### config.mk
export PLATFORM = sky130hd
export DESIGN_NAME = encoder_16to4_stream
export DESIGN_NICKNAME = d
export VERILOG_FILES = /design/src/rtl/encoder_16to4_stream.sv
export SDC_FILE = /design/constraint.sdc
export NUM_CORES = 1
export LEC_CHECK = 0
export BUFFER_PORTS_ARGS = -buffer_cell sky130_fd_sc_hd__buf_2
export CAP_MARGIN = 20
export CORE_MARGIN = 4
export CORE_UTILIZATION = 56
export DETAILED_ROUTE_END_ITERATION = 16
export PLACE_DENSITY = 0.8
export SLEW_MARGIN = 20
export SYNTH_ARGS = -nofsm -noshare
export SYNTH_HDL_FRONTEND = slang
export SYNTH_SLANG_ARGS = --single-unit
### constraint.sdc
create_clock -name clk -period 3.4 [get_ports clk]
set_input_delay 1.02 -clock clk [delete_from_list [all_inputs] [get_ports clk]]
set_output_delay 1.02 -clock clk [all_outputs]
set_load 0.01 [all_outputs]
### src/rtl/encoder_16to4_stream.sv
// -----------------------------------------------------------------------------
// encoder_16to4_stream
//
// Sequential 16-to-4 encoder. A 16-bit request vector is accepted over a
// valid/ready handshake, then the index of every set bit is emitted, one index
// per output beat, with a last flag on the final beat. An all-zero vector
// yields a single beat flagged with out_zero.
//
// Build option:
//   ENCODER_MSB_FIRST_EN  defined   -> highest set bit is emitted first
//                         undefined -> lowest set bit is emitted first
//
// Ports:
//   clk        in   1   rising-edge clock
//   rst_n      in   1   asynchronous active-low reset
//   in_vec     in  16   request vector
//   in_valid   in   1   in_vec valid
//   in_ready   out  1   block can accept a vector (IDLE)
//   out_idx    out  4   index of the current set bit
//   out_valid  out  1   out_idx / flags valid (BUSY)
//   out_ready  in   1   consumer accepts the current beat
//   out_last   out  1   current beat is the final beat of this vector
//   out_zero   out  1   accepted vector was all zeros
//   out_count  out  5   population count of the accepted vector
// -----------------------------------------------------------------------------
module encoder_16to4_stream (
   input  logic        clk,
   input  logic        rst_n,
   input  logic [15:0] in_vec,
   input  logic        in_valid,
   output logic        in_ready,
   output logic [3:0]  out_idx,
   output logic        out_valid,
   input  logic        out_ready,
   output logic        out_last,
   output logic        out_zero,
   output logic [4:0]  out_count
);

   typedef enum logic {
      IDLE = 1'b0,
      BUSY = 1'b1
   } state_t;

   state_t      state;
   logic [15:0] pending;
   logic        zero_r;
   logic [4:0]  count_r;

   logic        busy;
   logic [3:0]  sel_idx;
   logic        single_bit;

   function automatic logic [4:0] popcount16(input logic [15:0] v);
      logic [4:0] c;
      c = '0;
      for (int i = 0; i < 16; i++) begin
         c = c + {4'd0, v[i]};
      end
      return c;
   endfunction

   function automatic logic [3:0] lowest_idx(input logic [15:0] v);
      logic [3:0] idx;
      idx = '0;
      for (int i = 15; i >= 0; i--) begin
         if (v[i]) idx = 4'(i);
      end
      return idx;
   endfunction

   function automatic logic [3:0] highest_idx(input logic [15:0] v);
      logic [3:0] idx;
      idx = '0;
      for (int i = 0; i < 16; i++) begin
         if (v[i]) idx = 4'(i);
      end
      return idx;
   endfunction

   assign busy = (state == BUSY);

   // Index selection looks only at the pending register, so nothing on the
   // input side can reach the outputs combinationally. pending is zero for a
   // zero vector, which makes both scan functions return 0 there.
`ifdef ENCODER_MSB_FIRST_EN
   assign sel_idx = highest_idx(pending);
`else
   assign sel_idx = lowest_idx(pending);
`endif

   // Exactly one bit set: nonzero and clearing the lowest bit leaves nothing.
   assign single_bit = (pending != 16'd0) && ((pending & (pending - 16'd1)) == 16'd0);

   assign in_ready  = ~busy;
   assign out_valid = busy;
   assign out_idx   = busy ? sel_idx : 4'd0;
   assign out_last  = busy & (zero_r | single_bit);
   assign out_zero  = busy & zero_r;
   assign out_count = busy ? count_r : 5'd0;

   always_ff @(posedge clk or negedge rst_n) begin
      if (!rst_n) begin
         state   <= IDLE;
         pending <= '0;
         zero_r  <= 1'b0;
         count_r <= '0;
      end else begin
         case (state)
            IDLE: begin
               if (in_valid) begin
                  pending <= in_vec;
                  count_r <= popcount16(in_vec);
                  zero_r  <= (in_vec == 16'd0);
                  state   <= BUSY;
               end
            end
            BUSY: begin
               if (out_ready) begin
                  pending <= pending & ~(16'd1 << sel_idx);
                  // No same-cycle reload: in_ready only rises once IDLE is
                  // reached on the following cycle.
                  if (out_last) begin
                     state  <= IDLE;
                     zero_r <= 1'b0;
                  end
               end
            end
            default: state <= IDLE;
         endcase
      end
   end

endmodule

==> results of run 1 <==
==> power breakdown <==
group	switching [mW]	total [mW]	internal, mW
clock	0.0856	0.131	0.0449
combinational	0.650	1.18	0.527
sequential	0.151	0.526	0.375
total	0.886	1.83	0.947
==> routing by layer <==
layer / vias up / part of all wire, % / global-route usage, %
met5: - / 0 / 0
met4: 0 / 1.6 / 7.25
met3: 9 / 5.4 / 3.59
met2: 66 / 48 / 41.2
met1: 851 / 45 / 35.3
li1: 832 / - / -
==> repair_timing <==
item | in CTS | in global routing
resized for setup | 8 | 10
setup endpoints to repair | 5 | 5
pin swaps | 2 | 7
buffers inserted | 0 | 0
==> path summary, 6_finish.rpt <==
kind / slack (ns) / cells past startpoint / from / to
worst max-delay path: -0.39 / 13 / in_vec[0] / count_r[4]$_DFFE_PN0P_
worst min register to register: 0.49 / 2 / count_r[0]$_DFFE_PN0P_ / count_r[0]$_DFFE_PN0P_
worst min-delay path: 0.49 / 2 / count_r[0]$_DFFE_PN0P_ / count_r[0]$_DFFE_PN0P_
max in group asynchronous: 2.39 / 1 / rst_n / pending[15]$_DFFE_PN0P_
worst max register to register: 1.30 / 6 / pending[3]$_DFFE_PN0P_ / out_valid$_DFF_PN0_
min in group asynchronous: 0.65 / 1 / rst_n / out_valid$_DFF_PN0_
==> registers in the layout (all words and copies together) (netlist names) <==
name       flops
out_valid      1
pending       16
zero_r         1
count_r        5
==> final cells by class <==
cell class	instances	area [um2]	share of cell area, %
Clock buffer	3	22.5	1.01
Tap cell	44	55.1	2.46
Multi-Input combinational cell	149	1160	51.7
Clock inverter	1	7.51	0.336
Timing Repair Buffer	52	333	14.9
Inverter	23	86.3	3.86
Sequential cell	23	576	25.7
==> through the flow <==
stage	total power [mW]	cells
floorplan	1.28	207
global placement	1.62	291
detailed placement	1.65	291
CTS	1.81	295
global route	2.02	295
finish	1.83	295
==> worst reg2reg max path, stage by stage (launching register included) <==
cell	delay, ns
dfrtp_1	0.50
or4_4	0.62
o22ai_2	0.11
nand4_1	0.12
a2111oi_2	0.37
a31o_2	0.24
a21oi_2	0.06
==> kinds of logic (layout without fill, tap and decap cells) <==
family,Yosys count,count (layout),synth area share (%)
compound gates,56,56,21.1
xor+xnor,1,1,0.473
fa+ha+maj,16,16,14.9
buf+inv,35,79,8.24
flops,23,23,31.1
mux,11,11,5.94
simple gates,65,65,18.3
==> layout by cell type, fill, tap and decap left out, types with 9 or more instances in the layout <==
master / Yosys / layout
inv_1: 22 / 17
mux2i_1: 11 / 11
buf_2: 2 / 29
dfrtp_1: 23 / 23
nor2_1: 16 / 16
nand2_1: 18 / 18
o21ai_0: 14 / 9
buf_4: 1 / 20
==> summary.md, run 1 <==
| Metric | Value |
|---|---|
| Outcome | complete, but fails checks |
| Failing checks | setup timing |
| Number of rows in the core area | 20 |
| Path type of the worst min-delay path | register to register |
| Initial core utilization | 59.7% |
| Routed Antenna Nets | 0 |
| Synth cell count leaders | 23 x dfrtp_1, 22 x inv_1, 18 x nand2_1 |
| Wire length of the first global-routing pass | 8440 um |
| Area of all placed cells without fillers | 2240 um2 |
| Largest vdd supply drop | 0.000397 V |
| Fmax achieved | 264 MHz |
| Dominant cell type by area after synthesis | dfrtp_1 |
| Initial antenna violation count | 0 |
| # IOs | 33 |
| H-tree depth reported by CTS | 1 |
| Global-route total usage across every layer | 25.4% |
| Portion of the post-synthesis area used by sequential elements | 31.1% |
| Critical path required time | 3.66 ns |
| Library cells used by synthesis | 45 |
| Final net count | 288 |
| Diodes inserted | 0 |
| Net count after synthesis | 243 |
| I/O Buffers | 32 |
| Largest net degree at the start of global routing | 24 |
| Post-route DRC violation count | 0 |
| TritonCTS clock tree | yes |
| Post-layout utilization of the core | 72.1% |
| Vias | 1758 |
| Gate count of the mapped netlist | 207 |
| Delay of the slowest critical-path stage | 0.56 ns |
| Proportion of layout cells with a drive suffix above 1 | 29.9% |
| Worst Path Class, Setup | input port to register |
| Filler Cells Inserted | 282 |
| Skew final | 0.00947 ns |
| Ys async rst share | 100% |
| Core Area | 3100 um2 |
| First-pass iteration count of the detailed router | 4 |
| EDFF count, synth | 0 |
| Area of the die | 4290 um2 |
| Most area-consuming cells after synthesis | dfrtp_1 31%, fa_1 11%, mux2i_1 5.9% |
| Hold Fails Final Rpt | 0 |
| DP HPWL | 3680 um |
| CTS root buf | clkbuf_4 |
| Total wire length after detailed routing | 4680 um |
| Placed inst area | 2160 um2 |
| Cell with the largest stage delay on the worst path | fa_1 |
| Count of buffering cells on the critical path with inverters included | 4 |
| Worst-margin pin slew | 0.599 ns |
| Post-layout minimum cycle time | 3.79 ns |
| Number of endpoints failing setup at the final stage | 5 |
| Worst slew margin | 59.6% |
| CP top delay family | adder cells |
| Worst hold slack across all endpoints | 0.488 ns |
| Minimum setup slack in the final design | -0.386 ns |
| Via count of the first global-routing pass | 1759 |
| Mean instance size in the synthesized netlist | 8.95 um2 |
| Clock Sinks | 23 |
| Total negative slack for setup checks | -1.41 ns |
| Count of pins over their slew limit | 0 |
| Number of warnings issued by yosys | 0 |
| Synth-to-Final Area Change | 20.7% |
| Kind of end point of the critical path | register |
| Routed length per placed instance | 15.9 um |
| RSZ-0062 raised after global routing | yes |
| Die X | 65.5 um |
| Number of DRC violations after detailed-routing iteration 0 | 150 |
| Netlist area before placement | 1850 um2 |
| Via density per instance | 5.96 |
| Routability cong. | 0.893 |
| Leak pwr | 1.03 nW |
| Period Utilization, post-route | 111% |
| Flop and latch count out of synthesis | 23 |
| Max Fanout on Critical Path | 2 |
| Worst path arrival time | 4.04 ns |
| Most instantiated library cell after synthesis | dfrtp_1 |
| Power per cell area | 820 nW/um2 |
| Series of cell instances along the critical path | buf_8 > fa_1 > inv_2 > fa_1 > fa_2 > fa_2 > inv_2 > ha_4 > inv_2 > fa_2 > nor2b_2 > o21ai_1 > o21ai_1 |
| Startpoint type of the worst setup path | input port |
| Setup WS pre-CTS | -0.763 ns |
| Clock slew at reported path FFs | 0.14 ns |
| Clock insertion delay at the later pin of the skew report | 0.32 ns |
| Ys flop type | dfrtp_1 |
| Height of the die | 65.5 um |
| Max clock buf depth | 2 |
| Overflow after GRT | 0 |
| Maxcap violations | 0 |
| Top-area cell type share of the netlist area | 31.1% |
| Total CTS buffers | 3 |
| Number of buffers added to fix hold violations after cts | 0 |
Power figures use the tool's default switching activity.
==> inputs of run 2 (changes only) <==
BUFFER_PORTS_ARGS = unset   (was -buffer_cell sky130_fd_sc_hd__buf_2)
CORE_UTILIZATION = 63   (was 56)
DONT_BUFFER_PORTS = 1   (was unset)
PLACE_DENSITY = 0.79   (was 0.8)
RECOVER_POWER = 25   (was unset)
==> run 2 against run 1 <==
Compared with the run above: the run still ends with setup timing left; largest cell class unchanged; combinational power down 15%; critical path depth down 1; via count down 7.2%; core utilization down 2.1 points; critical endpoint is now count_r[2]$_DFFE_PN0P_; total power down 8.2%; critical path type unchanged; final cell count down 19%; worst setup slack better by 0.092 ns; die area down 9.8%; sequential share of layout area up 4.0 points; fmax up 2.5%; count of clock-buffer cells in the layout unchanged; clock skew up 0.0064 ns.
==> summary.md, run 2 (synthesis results as in run 1) <==
| Metric | Value |
|---|---|
| Clock insertion delay at the later pin of the skew report | 0.32 ns |
| Max clock buf depth | 2 |
| Commonest cells after routing, fill and taps aside | 20 x dfrtp_1, 19 x inv_1, 18 x nand2_1 |
| Initial core utilization | 66.6% |
| Outcome | complete, but fails checks |
| Maxcap violations | 0 |
| Startpoint type of the worst setup path | input port |
| Post-layout minimum cycle time | 3.69 ns |
| Synth-to-Final Area Change | 5.00% |
| Failing checks | setup timing |
| Total CTS buffers | 3 |
| Filler Cells Inserted | 228 |
| Global-route total usage across every layer | 25.8% |
| Post-layout utilization of the core | 70.0% |
| Worst Path Class, Setup | input port to register |
| Largest registers | pending x16, count_r x5 |
| Max Fanout on Critical Path | 3 |
| Core Area | 2780 um2 |
| Delay of the slowest critical-path stage | 0.53 ns |
| RSZ-0062 raised after global routing | yes |
| Largest net degree at the start of global routing | 25 |
| Skew final | 0.0158 ns |
| Power per cell area | 865 nW/um2 |
| Critical Path Start | in_vec[0] |
| Critical register-to-register path startpoint | pending[12]$_DFFE_PN0P_ |
| Leak pwr | 0.839 nW |
| Post-route DRC violation count | 0 |
| Clock Sinks | 23 |
| I/O Buffers | 0 |
| Crit-path most repeated cell | fa_1 |
| Die X | 62.2 um |
| Routed length per placed instance | 20.3 um |
| Worst path arrival time | 3.93 ns |
| Area of the die | 3870 um2 |
| Hold Fails Final Rpt | 0 |
| Largest vdd supply drop | 0.000694 V |
| Series of cell instances along the critical path | fa_1 > inv_1 > fa_1 > fa_1 > fa_1 > inv_1 > ha_2 > inv_2 > fa_2 > inv_1 > o21ai_1 > o21ai_1 |
| Kind of end point of the critical path | register |
| # IOs | 33 |
| Period Utilization, post-route | 109% |
| Number of flip-flops under the largest register name | 16 |
| Routed Antenna Nets | 0 |
| Height of the die | 62.2 um |
| Proportion of layout cells with a drive suffix above 1 | 14.5% |
| First-pass iteration count of the detailed router | 4 |
| H-tree depth reported by CTS | 1 |
| Number of buffers added to fix hold violations after cts | 0 |
| Overflow after GRT | 0 |
| Initial antenna violation count | 0 |
| CTS root buf | clkbuf_4 |
| Most flop-heavy register | pending |
| Via count of the first global-routing pass | 1639 |
| TritonCTS clock tree | yes |
| Path type of the worst min-delay path | input port to asynchronous set/reset pin |
| Number of rows in the core area | 19 |
| Number of endpoints failing setup at the final stage | 4 |
| DP HPWL | 3700 um |
| Slack of the worst reg-to-reg path | 1.16 ns |
| Number of DRC violations after detailed-routing iteration 0 | 184 |
| FF+latch area | 579 um2 |
| Area of all placed cells without fillers | 1950 um2 |
| Cell with the largest stage delay on the worst path | fa_1 |
| Minimum setup slack in the final design | -0.295 ns |
| Final net count | 244 |
| Routability cong. | 0.906 |
| Multi-input logic area | 1150 um2 |
| Most common cell after layout, fill and taps aside | dfrtp_1 |
| Worst-margin pin slew | 0.851 ns |
| Count of pins over their slew limit | 0 |
| Clock slew at reported path FFs | 0.13 ns |
| Vias | 1631 |
| Critical path required time | 3.63 ns |
| Wire length of the first global-routing pass | 8080 um |
| Diodes inserted | 0 |
| Via density per instance | 6.85 |
| Total wire length after detailed routing | 4840 um |
| Fmax achieved | 271 MHz |
| Worst slew margin | 43.0% |
| Placed inst area | 1880 um2 |
## run 2: final timing paths
check	endpoint	cells past startpoint
max	count_r[2]$_DFFE_PN0P_	12
min	pending[3]$_DFFE_PN0P_	0
max reg2reg	pending[7]$_DFFE_PN0P_	6
min reg2reg	count_r[0]$_DFFE_PN0P_	2
max in group asynchronous	pending[14]$_DFFE_PN0P_	0
min in group clk	count_r[0]$_DFFE_PN0P_	2
## run 2: repair_timing
action,in CTS,in global routing
pin swaps,2,1
gates resized for setup,5,7
buffers inserted,0,2
setup endpoints to repair,4,5
## run 2: power by group
| part | leakage, nW | switching [mW] | total (mW) | internal, mW |
|---|---|---|---|---|
| combinational | 0.537 | 0.592 | 1.00 | 0.412 |
| sequential | 0.284 | 0.176 | 0.552 | 0.376 |
| clock | 0.0177 | 0.0829 | 0.127 | 0.0440 |
| total | 0.839 | 0.851 | 1.68 | 0.832 |
## run 2: metrics by stage
step | total power [mW] | instances | hold slack (ns) | setup TNS [ns] | setup slack (ns)
after floorplan | 1.28 | 207 | 0.431 | -1.88 | -0.499
final | 1.68 | 238 | 0.369 | -0.967 | -0.295
after CTS | 1.65 | 236 | 0.366 | -0.983 | -0.290
after detailed placement | 1.51 | 232 | 0.461 | -2.59 | -0.642
after global routing | 1.82 | 238 | 0.341 | -1.19 | -0.342
after global placement | 1.46 | 232 | 0.443 | -2.25 | -0.564
## run 2: area by class of cell
type                       instances  share of cell area [%]
tap                               31                    1.99
multi-input combinational        149                    59.3
clock buffer                       3                    1.16
timing repair buffer               8                    3.09
sequential                        23                    29.8
clock inverter                     1                   0.257
inverter                          23                    4.44
## run 2: worst max-delay path: cells and delay by family
family | cells | cell delay, ns
adder cells (fa/ha/maj) | 6 | 2.44
buffers and inverters | 4 | 0.24
AO/OA/AOI/OAI | 2 | 0.23
## run 2: metal layers
metal | vias up | GRT usage [%] | part of all wire (%)
met1 | 815 | 33.3 | 40
met4 | 0 | 8.13 | 1.8
met3 | 10 | 8.11 | 8.5
met2 | 64 | 40.9 | 50
met5 | - | 0 | 0
li1 | 742 | - | -
==> inputs of run 3 (changes only) <==
CELL_PAD_IN_SITES_DETAIL_PLACEMENT = 1   (was unset)
CELL_PAD_IN_SITES_GLOBAL_PLACEMENT = 2   (was unset)
CORE_ASPECT_RATIO = 0.6   (was unset)
CORE_UTILIZATION = 38   (was 63)
PLACE_DENSITY = unset   (was 0.79)
PLACE_DENSITY_LB_ADDON = 0.1   (was unset)
SLEW_MARGIN = 40   (was 20)
==> run 3 against run 2 <==
Compared with the run above: the flow still finishes with violations (setup timing); core utilization is 26 points lower; sequential cell count stayed put; clock power increased by 40%; cell area rose by 5.4%; global-route usage decreased by 4.3 points; first-iteration DRC count down 52%; sequential power rose by 1%; fmax down 2.1%; count of clock-buffer cells in the layout unchanged; hold slack gained 0.056 ns; critical endpoint is now count_r[4]$_DFFE_PN0P_; highest routed layer unchanged.
==> summary.md, run 3 (synthesis results as in run 1) <==
| Metric | Value |
|---|---|
| Outcome | complete, but fails checks |
| Failing checks | setup timing |
| Worst Path Class, Setup | input port to register |
| Fmax achieved | 265 MHz |
| Overflow after GRT | 0 |
| Period Utilization, post-route | 111% |
| Most common cell after layout, fill and taps aside | dfrtp_1 |
| # IOs | 33 |
| Largest registers | pending x16, count_r x5 |
| Total CTS buffers | 3 |
| CTS root buf | clkbuf_8 |
| Number of flip-flops under the largest register name | 16 |
| Depth of the worst register-to-register path | 7 |
| Global-route total usage across every layer | 21.4% |
| Synth-to-Final Area Change | 10.7% |
| Clock insertion delay at the later pin of the skew report | 0.27 ns |
| Area of the die | 6090 um2 |
| Max Fanout on Critical Path | 3 |
| Maxcap violations | 0 |
| Critical Path Start | in_vec[0] |
| Startpoint type of the worst setup path | input port |
| Path type of the worst min-delay path | input port to asynchronous set/reset pin |
| Placed inst area | 1950 um2 |
| Max clock buf depth | 2 |
| Core Area | 4640 um2 |
| Placed insts | 268 |
| TritonCTS clock tree | yes |
| Total power | 1.91 mW |
| Worst path arrival time | 3.98 ns |
| Count of pins over their slew limit | 0 |
| Setup WS pre-CTS | -0.710 ns |
| Minimum setup slack in the final design | -0.375 ns |
| Kind of end point of the critical path | register |
| Number of rows in the core area | 19 |
| Final non-filler cell total | 272 |
| Clock Sinks | 23 |
| Number of endpoints failing setup at the final stage | 4 |
| Critical path required time | 3.61 ns |
| Post-CTS Setup Inserts | 0 |
| Initial antenna violation count | 0 |
| Worst-margin pin slew | 0.589 ns |
| RSZ-0062 raised after global routing | yes |
| End point of the critical path | count_r[4]$_DFFE_PN0P_ |
| Via density per instance | 5.89 |
| Largest vdd supply drop | 0.000357 V |
| Routability cong. | 0.790 |
| Hold Fails Final Rpt | 0 |
| Clock slew at reported path FFs | 0.10 ns |
| Commonest cells after routing, fill and taps aside | 23 x dfrtp_1, 18 x inv_1, 18 x nand2_1 |
| Vias | 1601 |
| Diodes inserted | 0 |
| Post-layout minimum cycle time | 3.77 ns |
| Number of DRC violations after detailed-routing iteration 0 | 88 |
| Initial core utilization | 40.0% |
| Routed Antenna Nets | 0 |
| H-tree depth reported by CTS | 1 |
| Skew final | 0.0134 ns |
| Slack of the worst reg-to-reg path | 1.10 ns |
| Filler Cells Inserted | 545 |
| Post-route DRC violation count | 0 |
| Endpoint of the lowest-slack register-to-register path | pending[7]$_DFFE_PN0P_ |
| Total negative slack for setup checks | -1.23 ns |
| Die X | 98.2 um |
| Total wire length after detailed routing | 5960 um |
| Wire length of the first global-routing pass | 9960 um |
| Worst slew margin | 60.4% |
| Largest net degree at the start of global routing | 24 |
| Critical register-to-register path startpoint | pending[12]$_DFFE_PN0P_ |
| I/O Buffers | 0 |
| Worst hold slack across all endpoints | 0.426 ns |
| Via count of the first global-routing pass | 1706 |
| Routed length per placed instance | 21.9 um |
| First-pass iteration count of the detailed router | 4 |
| Height of the die | 62.1 um |
| Proportion of layout cells with a drive suffix above 1 | 15.3% |
| Post-layout utilization of the core | 44.2% |
| Most flop-heavy register | pending |
| Power per cell area | 934 nW/um2 |
| DP HPWL | 4660 um |
| Area of all placed cells without fillers | 2050 um2 |
| Leak pwr | 0.862 nW |
| Final net count | 246 |
-- run 3: changes by cell type in the layout (fill, tap and decap cells not counted), sizes merged --
cell	change
buf	+2
-- run 3: layout make-up --
type | instances | area [um2] | share of cell area (%)
Tap cell | 63 | 78.8 | 3.84
Clock inverter | 1 | 5.00 | 0.244
Clock buffer | 3 | 41.3 | 2.01
Sequential cell | 23 | 576 | 28.1
Timing Repair Buffer | 10 | 75.1 | 3.66
Multi-Input combinational cell | 149 | 1190 | 58.0
Inverter | 23 | 86.3 | 4.21
-- run 3: critical path, stage by stage --
cell,delay [ns]
fa_1,0.54
inv_1,0.05
fa_1,0.46
fa_1,0.51
fa_1,0.43
inv_2,0.09
ha_4,0.14
inv_2,0.04
fa_2,0.36
nor2b_4,0.14
o21ai_2,0.07
o21ai_1,0.12
-- run 3: worst min-delay path by stage --
stage / startpoint / endpoint / cells past startpoint
after global placement: count_r[0]$_DFFE_PN0P_ / count_r[0]$_DFFE_PN0P_ / 2
after floorplan: count_r[0]$_DFFE_PN0P_ / count_r[0]$_DFFE_PN0P_ / 2
after global routing: rst_n / count_r[2]$_DFFE_PN0P_ / 0
after detailed placement: count_r[0]$_DFFE_PN0P_ / count_r[0]$_DFFE_PN0P_ / 2
final: rst_n / count_r[2]$_DFFE_PN0P_ / 0
after CTS: rst_n / count_r[2]$_DFFE_PN0P_ / 0
-- run 3: timing repair --
action,CTS,global route
pin swaps,2,1
endpoints found under the setup margin,5,5
hold buffers,0,0
gates resized for setup,10,5
hold endpoints to repair,0,0
-- run 3: where the power goes --
| part | total (mW) | internal [mW] | switching (mW) |
|---|---|---|---|
| Combinational | 1.18 | 0.494 | 0.684 |
| Clock | 0.178 | 0.0820 | 0.0959 |
| Sequential | 0.559 | 0.375 | 0.184 |
-- run 3: layer usage --
layer / track usage (%) / vias to the layer above / wire [um]
li1: - / 749 / -
met1: 32.1 / 803 / 3030
met2: 32.7 / 47 / 2510
met3: 5.91 / 2 / 415
met4: 1.17 / 0 / 10
met5: 0 / - / 0
